### src/rtl/vc_flit_queue_pkg.sv
// Shared flit type and pointer helper for the multi-VC router input buffer.
package vc_flit_queue_pkg;

    localparam int unsigned PAYLOAD_W = 30;

    typedef struct packed {
        logic                 is_head;
        logic                 is_tail;
        logic [PAYLOAD_W-1:0] payload;
    } flit_t;

    // Ring-pointer advance with an explicit wrap, so any depth works.
    function automatic int unsigned ptr_inc(int unsigned ptr, int unsigned depth);
        return (ptr == depth - 1) ? 0 : ptr + 1;
    endfunction

endpackage

### src/rtl/flit_fifo_core.sv
// Single-VC flit ring buffer: storage, wrapping head/tail pointers, occupancy count and flush.
module flit_fifo_core
    import vc_flit_queue_pkg::*;
#(
    parameter int unsigned DEPTH = 8,
    parameter int unsigned CNT_W = $clog2(DEPTH + 1)
) (
    input  logic             clk,
    input  logic             rst,
    input  logic             wr_en,
    input  flit_t            wr_flit,
    input  logic             rd_en,
    input  logic             flush,
    output flit_t            rd_flit,
    output logic             empty,
    output logic             full,
    output logic [CNT_W-1:0] count
);

    localparam int unsigned PTR_W = (DEPTH > 1) ? $clog2(DEPTH) : 1;

    flit_t            mem_q [DEPTH];
    logic [PTR_W-1:0] head_q, head_d;
    logic [PTR_W-1:0] tail_q, tail_d;
    logic [CNT_W-1:0] count_q, count_d;
    logic             do_wr;
    logic             do_rd;

    assign empty   = (count_q == '0);
    assign full    = (count_q == CNT_W'(DEPTH));
    assign count   = count_q;
    assign rd_flit = mem_q[tail_q];

    // Flush beats both ports; the full/empty guards keep the core safe on its own.
    assign do_wr = wr_en && !full && !flush;
    assign do_rd = rd_en && !empty && !flush;

    always_comb begin
        head_d  = head_q;
        tail_d  = tail_q;
        count_d = count_q;
        if (flush) begin
            head_d  = '0;
            tail_d  = '0;
            count_d = '0;
        end else begin
            if (do_wr) begin
                head_d = PTR_W'(ptr_inc(32'(head_q), DEPTH));
            end
            if (do_rd) begin
                tail_d = PTR_W'(ptr_inc(32'(tail_q), DEPTH));
            end
            case ({do_wr, do_rd})
                2'b10:   count_d = count_q + CNT_W'(1);
                2'b01:   count_d = count_q - CNT_W'(1);
                default: count_d = count_q;
            endcase
        end
    end

    always_ff @(posedge clk) begin
        if (do_wr) begin
            mem_q[head_q] <= wr_flit;
        end
    end

    always_ff @(posedge clk or posedge rst) begin
        if (rst) begin
            head_q  <= '0;
            tail_q  <= '0;
            count_q <= '0;
        end else begin
            head_q  <= head_d;
            tail_q  <= tail_d;
            count_q <= count_d;
        end
    end

    count_in_range: assert property (@(posedge clk) disable iff (rst)
        count_q <= CNT_W'(DEPTH));

endmodule

### src/rtl/vc_flit_queue.sv
// Multi-VC router input buffer: shared push port, per-VC pop ports, credit pulses, flush and
// sticky protocol-error flags around NUM_VC flit_fifo_core instances.
module vc_flit_queue
    import vc_flit_queue_pkg::*;
#(
    parameter int unsigned NUM_VC   = 4,
    parameter int unsigned DEPTH    = 8,
    parameter int unsigned AF_LEVEL = DEPTH - 2
) (
    input  logic                                          clk,
    input  logic                                          rst,
    input  flit_t                                         push_flit,
    input  logic [(NUM_VC > 1 ? $clog2(NUM_VC) : 1)-1:0]  push_vc,
    input  logic                                          push_valid,
    output logic                                          push_ready,
    input  logic [NUM_VC-1:0]                             pop_ready,
    output logic [NUM_VC-1:0]                             pop_valid,
    output flit_t [NUM_VC-1:0]                            pop_flit,
    output logic [NUM_VC-1:0][$clog2(DEPTH + 1)-1:0]      count,
    output logic [NUM_VC-1:0]                             almost_full,
    output logic [NUM_VC-1:0]                             credit_return,
    input  logic [NUM_VC-1:0]                             flush,
    output logic                                          err_overflow,
    output logic                                          err_underflow
);

    localparam int unsigned CNT_W = $clog2(DEPTH + 1);

    logic [NUM_VC-1:0] vc_full;
    logic [NUM_VC-1:0] vc_empty;
    logic [NUM_VC-1:0] push_sel;
    logic [NUM_VC-1:0] wr_en;
    logic [NUM_VC-1:0] rd_en;
    logic              vc_in_range;
    logic              push_fire;
    logic [NUM_VC-1:0] credit_q;
    logic              err_overflow_q, err_overflow_d;
    logic              err_underflow_q, err_underflow_d;

    // Decode push_vc; an out-of-range VC selects nothing and is never ready.
    always_comb begin
        push_sel   = '0;
        push_ready = 1'b0;
        for (int unsigned v = 0; v < NUM_VC; v++) begin
            if (32'(push_vc) == v) begin
                push_sel[v] = 1'b1;
                push_ready  = !vc_full[v] && !flush[v];
            end
        end
        if (rst) begin
            push_ready = 1'b0;
        end
    end

    assign vc_in_range = |push_sel;
    assign push_fire   = push_valid && push_ready;
    assign wr_en       = push_fire ? push_sel : '0;
    assign rd_en       = pop_valid & pop_ready & ~flush;

    for (genvar g = 0; g < NUM_VC; g++) begin : g_vc
        flit_fifo_core #(
            .DEPTH (DEPTH),
            .CNT_W (CNT_W)
        ) u_fifo (
            .clk     (clk),
            .rst     (rst),
            .wr_en   (wr_en[g]),
            .wr_flit (push_flit),
            .rd_en   (rd_en[g]),
            .flush   (flush[g]),
            .rd_flit (pop_flit[g]),
            .empty   (vc_empty[g]),
            .full    (vc_full[g]),
            .count   (count[g])
        );

        assign pop_valid[g]   = !vc_empty[g];
        assign almost_full[g] = 32'(count[g]) >= AF_LEVEL;
    end

    always_comb begin
        err_overflow_d  = err_overflow_q || (push_valid && !vc_in_range);
        err_underflow_d = err_underflow_q || (|(pop_ready & vc_empty & ~flush));
    end

    always_ff @(posedge clk or posedge rst) begin
        if (rst) begin
            credit_q        <= '0;
            err_overflow_q  <= 1'b0;
            err_underflow_q <= 1'b0;
        end else begin
            credit_q        <= rd_en;
            err_overflow_q  <= err_overflow_d;
            err_underflow_q <= err_underflow_d;
        end
    end

    assign credit_return = credit_q;
    assign err_overflow  = err_overflow_q;
    assign err_underflow = err_underflow_q;

    credit_follows_pop: assert property (@(posedge clk) disable iff (rst)
        credit_return == $past(rd_en));

endmodule
### config.mk
export PLATFORM = sky130hd
export DESIGN_NAME = vc_flit_queue
export DESIGN_NICKNAME = d
export VERILOG_FILES = /design/src/rtl/vc_flit_queue_pkg.sv /design/src/rtl/flit_fifo_core.sv /design/src/rtl/vc_flit_queue.sv
export SDC_FILE = /design/constraint.sdc
export NUM_CORES = 1
export LEC_CHECK = 0
export BUFFER_PORTS_ARGS = -buffer_cell sky130_fd_sc_hd__buf_2
export CORE_MARGIN = 5
export CORE_UTILIZATION = 55
export DETAILED_ROUTE_END_ITERATION = 8
export PLACE_DENSITY = 0.7
export SETUP_SLACK_MARGIN = 0.15
export SLEW_MARGIN = 20
export SYNTH_ARGS = -nofsm -noshare
export SYNTH_HDL_FRONTEND = slang
export SYNTH_SLANG_ARGS = --single-unit
export TNS_END_PERCENT = 10
### constraint.sdc
create_clock -name clk -period 6.8 [get_ports clk]
set_clock_uncertainty 0.1 [all_clocks]
set_input_delay 1.02 -clock clk [delete_from_list [all_inputs] [get_ports clk]]
set_output_delay 1.02 -clock clk [all_outputs]
set_load 0.02 [all_outputs]
==> impl_metrics.toml <==
[status]
status = "complete, no violations"

[clock_network]
cts_setup_buffers = 0
cts_tree = "yes"
clkTransAtPathRegs_ps = 60
htreeDepth = 3
cts_buffers = 102
cts_root_buf = "clkbuf_16"
clkLatencyLatePin_ps = 640
cts_resized = 0
cts_sinks = 1070
hold_buffers = 0
clockBufferDepth = 3

[placed_design]
portBuffers = 203
placedCellCount = 2924
pre_cts_slack_ps = 2570
placed_area_mm2 = 0.0437
hpwlAfterDp_mm = 47.7
globalplace.congestion = 0.791

[grt]
grt_usage_pct = 21.7
grt_pass1_wl_mm = 130
grt_overflow = 0
grt_max_degree = 67
antenna_found_initial = 7
grt_pass1_vias = 20000

[timing]
setup_viol = 0
finalCritPeriodShare_pct = 65.0
setup_tns_ps = 0
fin_crit_ps = 4420
setup_ws_ps = 2380
finalHoldViolCount = 0
max_clock_freq_ghz = 0.226
holdWs_ps = 278
relSlewSlack_pct = 30.4
rsz0062_at_grt = "no"
tightest_slew_ps = 1040
drv_slew = 0

[yosys]
synth_area_per_cell_um2 = 23.0
synth_cells = 1797
syn-cell-area_mm2 = 0.0413
yosysSeqAreaShare_pct = 77.3
ys_seq_elements = 1070
ys_warn_count = 0
syn_nets = 1870
yosysUniqueCellTypes = 51
synthFlopType = "edfxtp_1"
synth_edf_count = 1024
synth_async_sr_flop_share_pct = 4.30

[finish]
drive_gt1_share_pct = 38.2
fin_cells = 3110
synthToLayoutAreaGrowth_pct = 13.7
post-route-util_pct = 63.0
layout.nets = 2132
fin_area_mm2 = 0.0469
fillCellCount = 4912

[route]
drt_wl_total_mm = 87.4
first_iter_violations = 1982
drc_errors = 0
num_vias = 18900
viasPerCell = 6.09
ant_nets = 0
dr.pass1.iters = 7
drt-wirelength-per-cell_um = 28.1

[critical_path]
cp-end-kind = "output port"
critPathMaxFanout = 36
startpoint_type = "flip-flop"
rr_worst_depth = 4
cp.required_ps = 5680
arrival_ps = 3300
worstSetupPathType = "reg2out"

[floorplan]
start_util_pct = 55.4
core_area_mm2 = 0.0744
rows = 100
fp.dieH_um = 284
pin_count = 204
die_x_um = 284
die_area_mm2 = 0.0806

[power_and_ir_drop]
power_mw = 14.7
ir_drop_uv = 190
power.density_mw_per_mm2 = 313
power.leakage_nw = 15.1

[hold_path]
hp-class = "reg2reg"
holdPathStages = 0

[run]
drv_cap = 0
worst max-delay path: stages, from the launching register on:
cell     delay [ps]
dfrtp_4         880
buf_4           650
mux4_2          600
mux2_2          320
buf_2           180
logic make-up after synthesis:
logic type / count (synthesis) / synth area share, %
compound gates: 60 / 1.01
xor+xnor: 8 / 0.170
fa+ha+maj: 28 / 0.922
buf+inv: 89 / 0.879
flops: 1070 / 77.3
mux: 391 / 17.7
simple gates: 151 / 2.05
cell usage after synthesis, drive strengths merged (4+ instances only):
library cell | count | area [um^2]
o21ai | 15 | 75.1
nor2 | 19 | 71.3
nand2b | 15 | 93.8
mux4 | 256 | 5770
nand2 | 37 | 139
buf | 35 | 160
a22oi | 4 | 30.0
a22o | 8 | 71.3
nor3 | 15 | 75.1
nor2b | 5 | 31.3
nor4b | 4 | 35.0
fa | 4 | 80.1
nand3b | 13 | 97.6
ha | 24 | 300
or4 | 4 | 30.0
mux2 | 132 | 1490
dfrtp | 46 | 1150
and2 | 6 | 38.8
edfxtp | 1024 | 30700
clkbuf | 51 | 191
a21oi | 8 | 43.8
xor2 | 5 | 43.8
nand3 | 8 | 40.0
nor3b | 13 | 97.6
a21o | 11 | 83.8
power by group:
| group | internal, mW | total, mW | leakage [nW] | switching (mW) |
|---|---|---|---|---|
| logic | 0.818 | 1.71 | 3.73 | 0.896 |
| registers | 7.26 | 7.45 | 9.82 | 0.184 |
| clock network | 3.23 | 5.51 | 1.58 | 2.28 |
sequential cells by signal, indices dropped and copies added (netlist names):
| register | flops |
|---|---|
| g_vc.u_fifo.mem_q | 1024 |
| err_underflow | 1 |
| g_vc.u_fifo.count | 16 |
| credit_return | 4 |
| g_vc.u_fifo.tail_q | 12 |
| g_vc.u_fifo.head_q | 12 |
| err_overflow | 1 |
worst paths after layout:
path / endpoint / start / slack [ps]
min in group asynchronous: g_vc[2].u_fifo.count[3] / rst / 480
max in group asynchronous: g_vc[3].u_fifo.tail_q[0] / rst / 5490
max reg2reg: g_vc[3].u_fifo.mem_q[7][23] / g_vc[3].u_fifo.count[0] / 3380
min reg2reg: err_overflow / err_overflow / 280
max: pop_flit[3] / g_vc[0].u_fifo.tail_q[0] / 2380
min: err_overflow / err_overflow / 280
metal layers:
layer,share of wire (%),track usage [%],vias to the layer above
li1,-,-,8089
met1,41,30.6,10100
met2,50,35.8,643
met3,6.6,3.66,106
met4,2.3,6.01,0
met5,0,0,-
final cells by class:
cell class	count	area [um^2]	area share (%)
Tap cell	969	1210	2.58
Antenna cell	4	10.0	0.0213
Clock inverter	49	477	1.02
Clock buffer	133	2770	5.91
Timing Repair Buffer	244	1320	2.82
Multi-Input combinational cell	638	9200	19.6
Inverter	3	12.5	0.0267
Sequential cell	1070	31900	68.0
placed cells by master (no fill, tap or decap), types with 8 or more instances in the layout:
master     Yosys  final
edfxtp_1    1024   1024
mux4_2       256    256
buf_2         17    203
mux2_2       132    132
clkbuf_16      0    105
buf_4          0     41
dfrtp_1       46     38
nand2_1       37     37
ha_1          24     24
clkbuf_1      51     24
clkinv_1       0     21
clkinv_2       0     16
nand2b_1      15     15
o21ai_0       15     15
nor2_1        19     14
nand3b_1      13     13
nor3b_2        0     10
a21o_1        10     10
bufinv_16      0     10
nor3_2         0      9
nand3_1        8      8
No activity file was read; power rests on OpenSTA's default activity.
